===== config.mk =====
export PLATFORM = sky130hd
export DESIGN_NAME = psum_sink
export DESIGN_NICKNAME = d
export VERILOG_FILES = /design/src/rtl/ws_pkg.sv /design/src/rtl/psum_row_bank.sv /design/src/rtl/psum_sink.sv
export SDC_FILE = /design/constraint.sdc
export NUM_CORES = 2
export LEC_CHECK = 0
export BUFFER_PORTS_ARGS = -buffer_cell sky130_fd_sc_hd__clkbuf_2
export CORE_MARGIN = 2
export CORE_UTILIZATION = 50
export DETAILED_ROUTE_END_ITERATION = 12
export PLACE_DENSITY = 0.79
export SYNTH_ARGS = -nofsm -noshare
export SYNTH_HDL_FRONTEND = slang
export SYNTH_HIERARCHICAL = 1
export SYNTH_SLANG_ARGS = --single-unit

===== constraint.sdc =====
create_clock -name clk -period 15.24 [get_ports clk]
set_clock_uncertainty 0.15 [all_clocks]
set_input_delay 0.762 -clock clk [delete_from_list [all_inputs] [get_ports clk]]
set_output_delay 0.762 -clock clk [all_outputs]
set_load 0.1 [all_outputs]

===== src/rtl/ws_pkg.sv =====
// ---------------------------------------------------------------------------
// ws_pkg
// Shared definitions for the weight-stationary array output path.
//   DEFAULT_PSUM_W : default partial-sum width used by the sink and its banks
//   sink_state_t   : psum_sink control states (CAPTURE, DRAIN)
// ---------------------------------------------------------------------------
package ws_pkg;

    localparam int DEFAULT_PSUM_W = 32;

    typedef enum logic {
        CAPTURE = 1'b0,
        DRAIN   = 1'b1
    } sink_state_t;

endpackage


===== src/rtl/psum_row_bank.sv =====
// ---------------------------------------------------------------------------
// psum_row_bank
// One row's partial-sum storage: DEPTH x PSUM_W, one write port, one read
// port. The read is registered, and its output register only updates on
// rd_en, so it doubles as the holding register for the beat on display.
//   clk, rst_n : clock, synchronous active-low reset (read register only)
//   wr_en      : write strobe, wr_addr / wr_data
//   rd_en      : read strobe, rd_addr; rd_data valid the cycle after
// ---------------------------------------------------------------------------
module psum_row_bank
    import ws_pkg::*;
#(
    parameter int DEPTH  = 16,
    parameter int PSUM_W = DEFAULT_PSUM_W
) (
    input  logic                     clk,
    input  logic                     rst_n,
    input  logic                     wr_en,
    input  logic [$clog2(DEPTH)-1:0] wr_addr,
    input  logic [PSUM_W-1:0]        wr_data,
    input  logic                     rd_en,
    input  logic [$clog2(DEPTH)-1:0] rd_addr,
    output logic [PSUM_W-1:0]        rd_data
);

    logic [PSUM_W-1:0] mem_q [DEPTH];
    logic [PSUM_W-1:0] rd_data_q;
    logic [PSUM_W-1:0] rd_data_d;

    // NOTE: storage has no reset; stale words stay hidden because the
    // top-level entry counts are cleared, and a reset here would stop the
    // array mapping onto RAM.
    always_ff @(posedge clk) begin
        if (wr_en) begin
            mem_q[wr_addr] <= wr_data;
        end
    end

    // NOTE: combinational blocks use blocking '=' with a default first, so
    // no path leaves a variable unassigned and no latch is inferred.
    always_comb begin
        rd_data_d = rd_data_q;
        if (rd_en) begin
            rd_data_d = mem_q[rd_addr];
        end
    end

    // NOTE: clocked blocks use non-blocking '<=' so every flop samples the
    // pre-edge values regardless of statement order.
    always_ff @(posedge clk) begin
        if (!rst_n) begin
            rd_data_q <= '0;
        end else begin
            rd_data_q <= rd_data_d;
        end
    end

    assign rd_data = rd_data_q;

endmodule


===== src/rtl/psum_sink.sv =====
// ---------------------------------------------------------------------------
// psum_sink
// Captures the skewed per-row partial-sum stream from the array controller
// into per-row banks, then on done_in drains every captured entry row-major
// over a valid/ready stream.
//   psum_valid/psum_addr/psum_data : per-row write strobe, address, data
//   done_in                        : starts the drain
//   out_valid/out_ready            : output handshake
//   out_data/out_row/out_idx       : beat payload and its position
//   out_last                       : final beat of the drain
//   drain_done                     : one-cycle pulse after the final beat
//   busy                           : high while draining
//   err                            : sticky; out-of-range or mid-drain write
// ---------------------------------------------------------------------------
module psum_sink
    import ws_pkg::*;
#(
    parameter int ARRAY_ROWS = 3,
    parameter int PSUM_W     = DEFAULT_PSUM_W,
    parameter int DEPTH      = 16
) (
    input  logic                              clk,
    input  logic                              rst_n,
    input  logic [0:ARRAY_ROWS-1]             psum_valid,
    input  logic [0:ARRAY_ROWS-1][31:0]       psum_addr,
    input  logic [0:ARRAY_ROWS-1][PSUM_W-1:0] psum_data,
    input  logic                              done_in,
    output logic                              out_valid,
    input  logic                              out_ready,
    output logic [PSUM_W-1:0]                 out_data,
    output logic [$clog2(ARRAY_ROWS)-1:0]     out_row,
    output logic [$clog2(DEPTH)-1:0]          out_idx,
    output logic                              out_last,
    output logic                              drain_done,
    output logic                              busy,
    output logic                              err
);

    localparam int AW    = $clog2(DEPTH);
    localparam int RW    = $clog2(ARRAY_ROWS);
    localparam int CNT_W = AW + 1;          // must be able to hold DEPTH

    typedef logic [ARRAY_ROWS-1:0][CNT_W-1:0] cnt_vec_t;

    typedef struct packed {
        logic          found;
        logic [RW-1:0] row;
        logic [AW-1:0] idx;
    } pos_t;

    // First captured entry at or after (start_row, start_idx) in row-major
    // order. Each row holds indices 0..cnt-1, so a later row starts at 0.
    function automatic pos_t seek(input cnt_vec_t         cnt,
                                  input logic [RW-1:0]    start_row,
                                  input logic [CNT_W-1:0] start_idx);
        pos_t p;
        p = '0;
        // Walk downwards so the lowest matching row is the one kept.
        for (int r = ARRAY_ROWS - 1; r >= 0; r--) begin
            if (RW'(r) == start_row && start_idx < cnt[r]) begin
                p.found = 1'b1;
                p.row   = RW'(r);
                p.idx   = start_idx[AW-1:0];
            end else if (RW'(r) > start_row && cnt[r] != '0) begin
                p.found = 1'b1;
                p.row   = RW'(r);
                p.idx   = '0;
            end
        end
        return p;
    endfunction

    // True when no captured entry follows (row, idx).
    function automatic logic is_last(input cnt_vec_t      cnt,
                                     input logic [RW-1:0] row,
                                     input logic [AW-1:0] idx);
        logic later;
        later = 1'b0;
        for (int r = 0; r < ARRAY_ROWS; r++) begin
            if (RW'(r) == row && ({1'b0, idx} + CNT_W'(1)) < cnt[r]) begin
                later = 1'b1;
            end else if (RW'(r) > row && cnt[r] != '0) begin
                later = 1'b1;
            end
        end
        return !later;
    endfunction

    sink_state_t        state_q, state_d;
    cnt_vec_t           cnt_q, cnt_d;
    logic               out_valid_q, out_valid_d;
    logic               out_last_q, out_last_d;
    logic [RW-1:0]      out_row_q, out_row_d;
    logic [AW-1:0]      out_idx_q, out_idx_d;
    logic               drain_done_q, drain_done_d;
    logic               err_q, err_d;

    pos_t               first_pos, next_pos;
    logic               handshake, load_first, advance, finish;
    logic [RW-1:0]      rd_row;
    logic [AW-1:0]      rd_idx;
    logic               rd_last;
    logic [CNT_W-1:0]   wr_cnt;

    logic [ARRAY_ROWS-1:0]             bank_wr_en;
    logic [ARRAY_ROWS-1:0]             bank_rd_en;
    logic [ARRAY_ROWS-1:0][PSUM_W-1:0] bank_rd_data;

    // -----------------------------------------------------------------
    // Drain sequencing. A bank read is issued for the first entry on the
    // first DRAIN cycle and for the following entry on every accepted beat,
    // so the bank read register presents the next beat right at the edge
    // where the current one is consumed (full rate, no bubbles).
    // -----------------------------------------------------------------
    always_comb begin
        first_pos  = seek(cnt_q, '0, '0);
        next_pos   = seek(cnt_q, out_row_q, {1'b0, out_idx_q} + CNT_W'(1));
        handshake  = out_valid_q && out_ready;
        // out_valid_q is low in DRAIN only on the entry cycle.
        load_first = (state_q == DRAIN) && !out_valid_q && first_pos.found;
        advance    = handshake && next_pos.found;
        finish     = (state_q == DRAIN) &&
                     ((!out_valid_q && !first_pos.found) ||
                      (handshake && !next_pos.found));
        rd_row     = load_first ? first_pos.row : next_pos.row;
        rd_idx     = load_first ? first_pos.idx : next_pos.idx;
        rd_last    = is_last(cnt_q, rd_row, rd_idx);
    end

    // -----------------------------------------------------------------
    // State register
    // -----------------------------------------------------------------
    always_ff @(posedge clk) begin
        if (!rst_n) begin
            state_q      <= CAPTURE;
            cnt_q        <= '0;
            out_valid_q  <= 1'b0;
            out_last_q   <= 1'b0;
            out_row_q    <= '0;
            out_idx_q    <= '0;
            drain_done_q <= 1'b0;
            err_q        <= 1'b0;
        end else begin
            state_q      <= state_d;
            cnt_q        <= cnt_d;
            out_valid_q  <= out_valid_d;
            out_last_q   <= out_last_d;
            out_row_q    <= out_row_d;
            out_idx_q    <= out_idx_d;
            drain_done_q <= drain_done_d;
            err_q        <= err_d;
        end
    end

    // -----------------------------------------------------------------
    // Next-state logic
    // -----------------------------------------------------------------
    always_comb begin
        state_d = state_q;
        case (state_q)
            CAPTURE: if (done_in) state_d = DRAIN;
            DRAIN:   if (finish)  state_d = CAPTURE;
        endcase
    end

    // -----------------------------------------------------------------
    // Capture, counts, and output beat registers
    // -----------------------------------------------------------------
    always_comb begin
        cnt_d        = cnt_q;
        err_d        = err_q;
        bank_wr_en   = '0;
        bank_rd_en   = '0;
        wr_cnt       = '0;
        out_valid_d  = out_valid_q;
        out_last_d   = out_last_q;
        out_row_d    = out_row_q;
        out_idx_d    = out_idx_q;
        drain_done_d = 1'b0;

        // Rows are independent. Writes in the done_in cycle still land
        // because the state is CAPTURE until the following edge.
        for (int r = 0; r < ARRAY_ROWS; r++) begin
            if (psum_valid[r]) begin
                if (state_q == CAPTURE && psum_addr[r] < 32'(DEPTH)) begin
                    bank_wr_en[r] = 1'b1;
                    wr_cnt = {1'b0, psum_addr[r][AW-1:0]} + CNT_W'(1);
                    // A rewrite of an existing entry leaves the count alone.
                    if (wr_cnt > cnt_d[r]) begin
                        cnt_d[r] = wr_cnt;
                    end
                end else begin
                    err_d = 1'b1;
                end
            end
        end

        if (load_first || advance) begin
            for (int r = 0; r < ARRAY_ROWS; r++) begin
                if (RW'(r) == rd_row) begin
                    bank_rd_en[r] = 1'b1;
                end
            end
            out_valid_d = 1'b1;
            out_row_d   = rd_row;
            out_idx_d   = rd_idx;
            out_last_d  = rd_last;
        end

        if (finish) begin
            out_valid_d  = 1'b0;
            out_last_d   = 1'b0;
            cnt_d        = '0;
            drain_done_d = 1'b1;
        end
    end

    // -----------------------------------------------------------------
    // Row banks
    // -----------------------------------------------------------------
    for (genvar g = 0; g < ARRAY_ROWS; g++) begin : g_bank
        psum_row_bank #(
            .DEPTH  (DEPTH),
            .PSUM_W (PSUM_W)
        ) u_bank (
            .clk     (clk),
            .rst_n   (rst_n),
            .wr_en   (bank_wr_en[g]),
            .wr_addr (psum_addr[g][AW-1:0]),
            .wr_data (psum_data[g]),
            .rd_en   (bank_rd_en[g]),
            .rd_addr (rd_idx),
            .rd_data (bank_rd_data[g])
        );
    end

    // The addressed bank's read register holds the beat while stalled.
    always_comb begin
        out_data = '0;
        for (int r = 0; r < ARRAY_ROWS; r++) begin
            if (RW'(r) == out_row_q) begin
                out_data = bank_rd_data[r];
            end
        end
    end

    assign out_valid  = out_valid_q;
    assign out_last   = out_last_q;
    assign out_row    = out_row_q;
    assign out_idx    = out_idx_q;
    assign drain_done = drain_done_q;
    assign busy       = (state_q == DRAIN);
    assign err        = err_q;

endmodule


==> results.yml <==
outcome:
  status: "finished, final reports clean"
layout:
  layout_commonest_cell: "edfxtp_1"
  register_area_um2: 48600
  multi_input_area_um2: 16100
  syn2layout_area_growth_pct: 12.6
  drive_above_1_share_pct: 14.6
  final_cell_mix: "edfxtp_1 (1536), mux2i_1 (814), nand2_1 (342)"
  fillers: 9774
  fin_nets: 4591
  postLayoutCoreUtil_pct: 56.5
sta:
  hold_viol_final: 0
  worst_slew_pin_slew_ps: 1350
  tns_ps: 0
  rsz0062_at_grt: "false"
  max_clock_freq_ghz: 0.151
  period_needed_ps: 6620
  fin_crit_sh_pct: 43.4
  maxSlewHeadroom_pct: 10.3
  maxSlewViolCount: 0
  setup_viol: 0
synthesis:
  postSynthCellCount: 4074
  synth-edff-count: 1536
  synth-main-ff-cell: "edfxtp_1"
  synth_nets: 4317
  synth_area_leader_cell: "edfxtp_1"
  syn_area_per_cell_um2: 16.2
  ys_top_cells_by_area: "edfxtp_1 (70%), mux2i_1 (12%), dfxtp_1 (3.7%), nand3_1 (2.3%), a22oi_1 (2.2%)"
  yosys_warnings: 6
  seq_area_frac_synth_pct: 73.8
  synth.distinct_cells: 60
  synth-seq-cells: 1658
  async_flop_share_pct: 0
  yosysTopAreaCellShare_pct: 70.1
  synth_area_um2: 65800
power:
  power-per-cell-area_nw_per_um2: 122
  p_leak_nw: 23.3
  vdd_drop_max_v: 0.0000886
route:
  drt-initial-drc-count: 4592
  wl_per_cell_um: 26.4
  vias: 37600
  postRouteAntennaNets: 0
  drc: 0
  drt-vias-per-instance: 6.01
  firstDrtPassIters: 8
  drt-total-wl_um: 165000
clocking:
  cts_tree: "built"
  cts.sinks: 1658
  clk_latency_ps: 770
  clk_pin_slew_ps: 70
  cts_setup_buffers: 0
  cts_buffers: 161
  clock_tree.buffer_depth: 3
  root_buffer: "clkbuf_16"
  ctsResizeCount: 0
  ctsHoldBuffers: 0
  htreeDepth: 4
place:
  dp_hpwl_um: 90200
  gp_congestion: 0.907
  io_buffers: 241
die:
  design.core.area_um2: 131000
  row_count: 133
  initial_core_util_pct: 50.2
  die_w_um: 367
  die_h_um: 367
  num_io_pins: 242
  die_area_um2: 135000
grt:
  antenna_found_initial: 37
  grt.total_usage_pct: 24.1
  grt_pass1_wl_um: 239000
  grt_overflow: 0
  first_global_vias: 37000
  grt_max_degree: 157
setup_path:
  startpoint_type: "register"
  crit_required_ps: 15740
  crit_path_end_kind: "register"
  worst-setup-path-type: "register to register"
  r2r_cells: 15
  path_max_fanout: 152
  arrival_ps: 7120
min_path:
  holdPathStages: 3
  hp-class: "input port to register"
flow_run:
  maxCapViolCount: 0
-- cells by family (layout without fill, tap and decap cells) --
| logic type | after synthesis | after routing | share of synthesized area (%) |
|---|---|---|---|
| fa+ha+maj | 44 | 44 | 0.837 |
| compound gates | 477 | 477 | 4.54 |
| flops | 1658 | 1658 | 73.8 |
| buf+inv | 232 | 643 | 2.45 |
| mux | 814 | 814 | 12.4 |
| simple gates | 839 | 839 | 5.86 |
| other cells | 0 | 16 | 0 |
| xor+xnor | 10 | 10 | 0.133 |
-- metrics by stage --
| step | cell area [um^2] | cells | total power [mW] | hold WS (ps) | setup slack, ps |
|---|---|---|---|---|---|
| floorplan | 65800 | 4074 | 5.09 | 275 | 9600 |
| global placement | 68800 | 5940 | 5.17 | 283 | 9220 |
| detailed placement | 68800 | 5940 | 5.18 | 291 | 8850 |
| CTS | 74000 | 6240 | 9.03 | 120 | 8880 |
| global route | 74100 | 6246 | 9.22 | 142 | 8420 |
| finish | 74100 | 6256 | 9.00 | 179 | 8620 |
-- report_power, final --
part	switching [mW]	internal (mW)	leakage (nW)
clock network	1.66	2.26	2.58
registers	0.000591	4.96	14.8
logic	0.0899	0.0278	5.93
total	1.75	7.25	23.3
-- cell type report --
type                       count  share of cell area (%)
multi-input combinational   2184                    21.7
sequential                  1658                    65.6
clock buffer                 215                    6.04
tap                         1755                    2.96
timing repair buffer         324                    2.52
inverter                      19                   0.106
antenna                       16                  0.0540
clock inverter                85                    1.06
-- flip-flops by register name (all words and copies together), names as in the netlist --
signal	flops
drain_done	1
g_bank.u_bank/mem_q	1536
busy	1
err	1
out_idx	4
out_row	2
out_last	1
g_bank.u_bank/rd_data	96
cnt_q	15
out_valid	1
-- worst max-delay path, cell delays in order (launching register included) --
cell and delay, ps:
dfxtp_1 570, ha_1 250, xor2_1 450, ha_1 350, a21o_1 180, a31oi_1 140, o21ai_0 240, nand3_1 300
nand3_1 320, inv_8 730, buf_12 680, buf_4 1000, mux2i_1 300, a22oi_1 130, nand3_1 160, nand3_1 100
-- cells in the mapped netlist (all sizes together) (2+ instances only) --
library cell / n
ha: 44
a2111oi: 2
or4: 3
and3: 7
and2: 7
a21o: 4
edfxtp: 1536
o2111a: 2
nand4: 8
nand2b: 9
nor4: 19
nand2: 344
buf: 123
xor2: 5
a22oi: 192
a21oi: 205
or3b: 3
o21ai: 47
a31oi: 6
inv: 19
or4b: 2
nand3b: 11
o21a: 6
xnor2: 5
dfxtp: 122
mux2i: 814
nor3: 20
nand3: 305
nor2b: 18
a211oi: 4
clkbuf: 90
nor2: 79
and2b: 2
-- path summary, 6_finish.rpt --
path                                                                 from                                   endpoint  slack (ps)
worst max-delay path                              out_idx[0]$_SDFFE_PN0P_  g_bank[2].u_bank/rd_data[18]$_SDFFE_PN0P_        8620
worst min register to register  g_bank[1].u_bank/rd_data[18]$_SDFFE_PN0P_  g_bank[1].u_bank/rd_data[18]$_SDFFE_PN0P_         310
worst max register to register                    out_idx[0]$_SDFFE_PN0P_  g_bank[2].u_bank/rd_data[18]$_SDFFE_PN0P_        8620
worst min-delay path                                              done_in                            busy$_SDFF_PN0_         180
-- layer usage --
metal	routed length, um	part of all wire (%)	up-vias	global-route usage, %
met5	230	0.14	-	0
met4	7760	4.7	34	11.5
met3	18700	11	414	6.95
met2	78100	47	1980	38.5
met1	60700	37	18800	30.4
li1	-	-	16400	-
(Power assumes the default switching activity.)
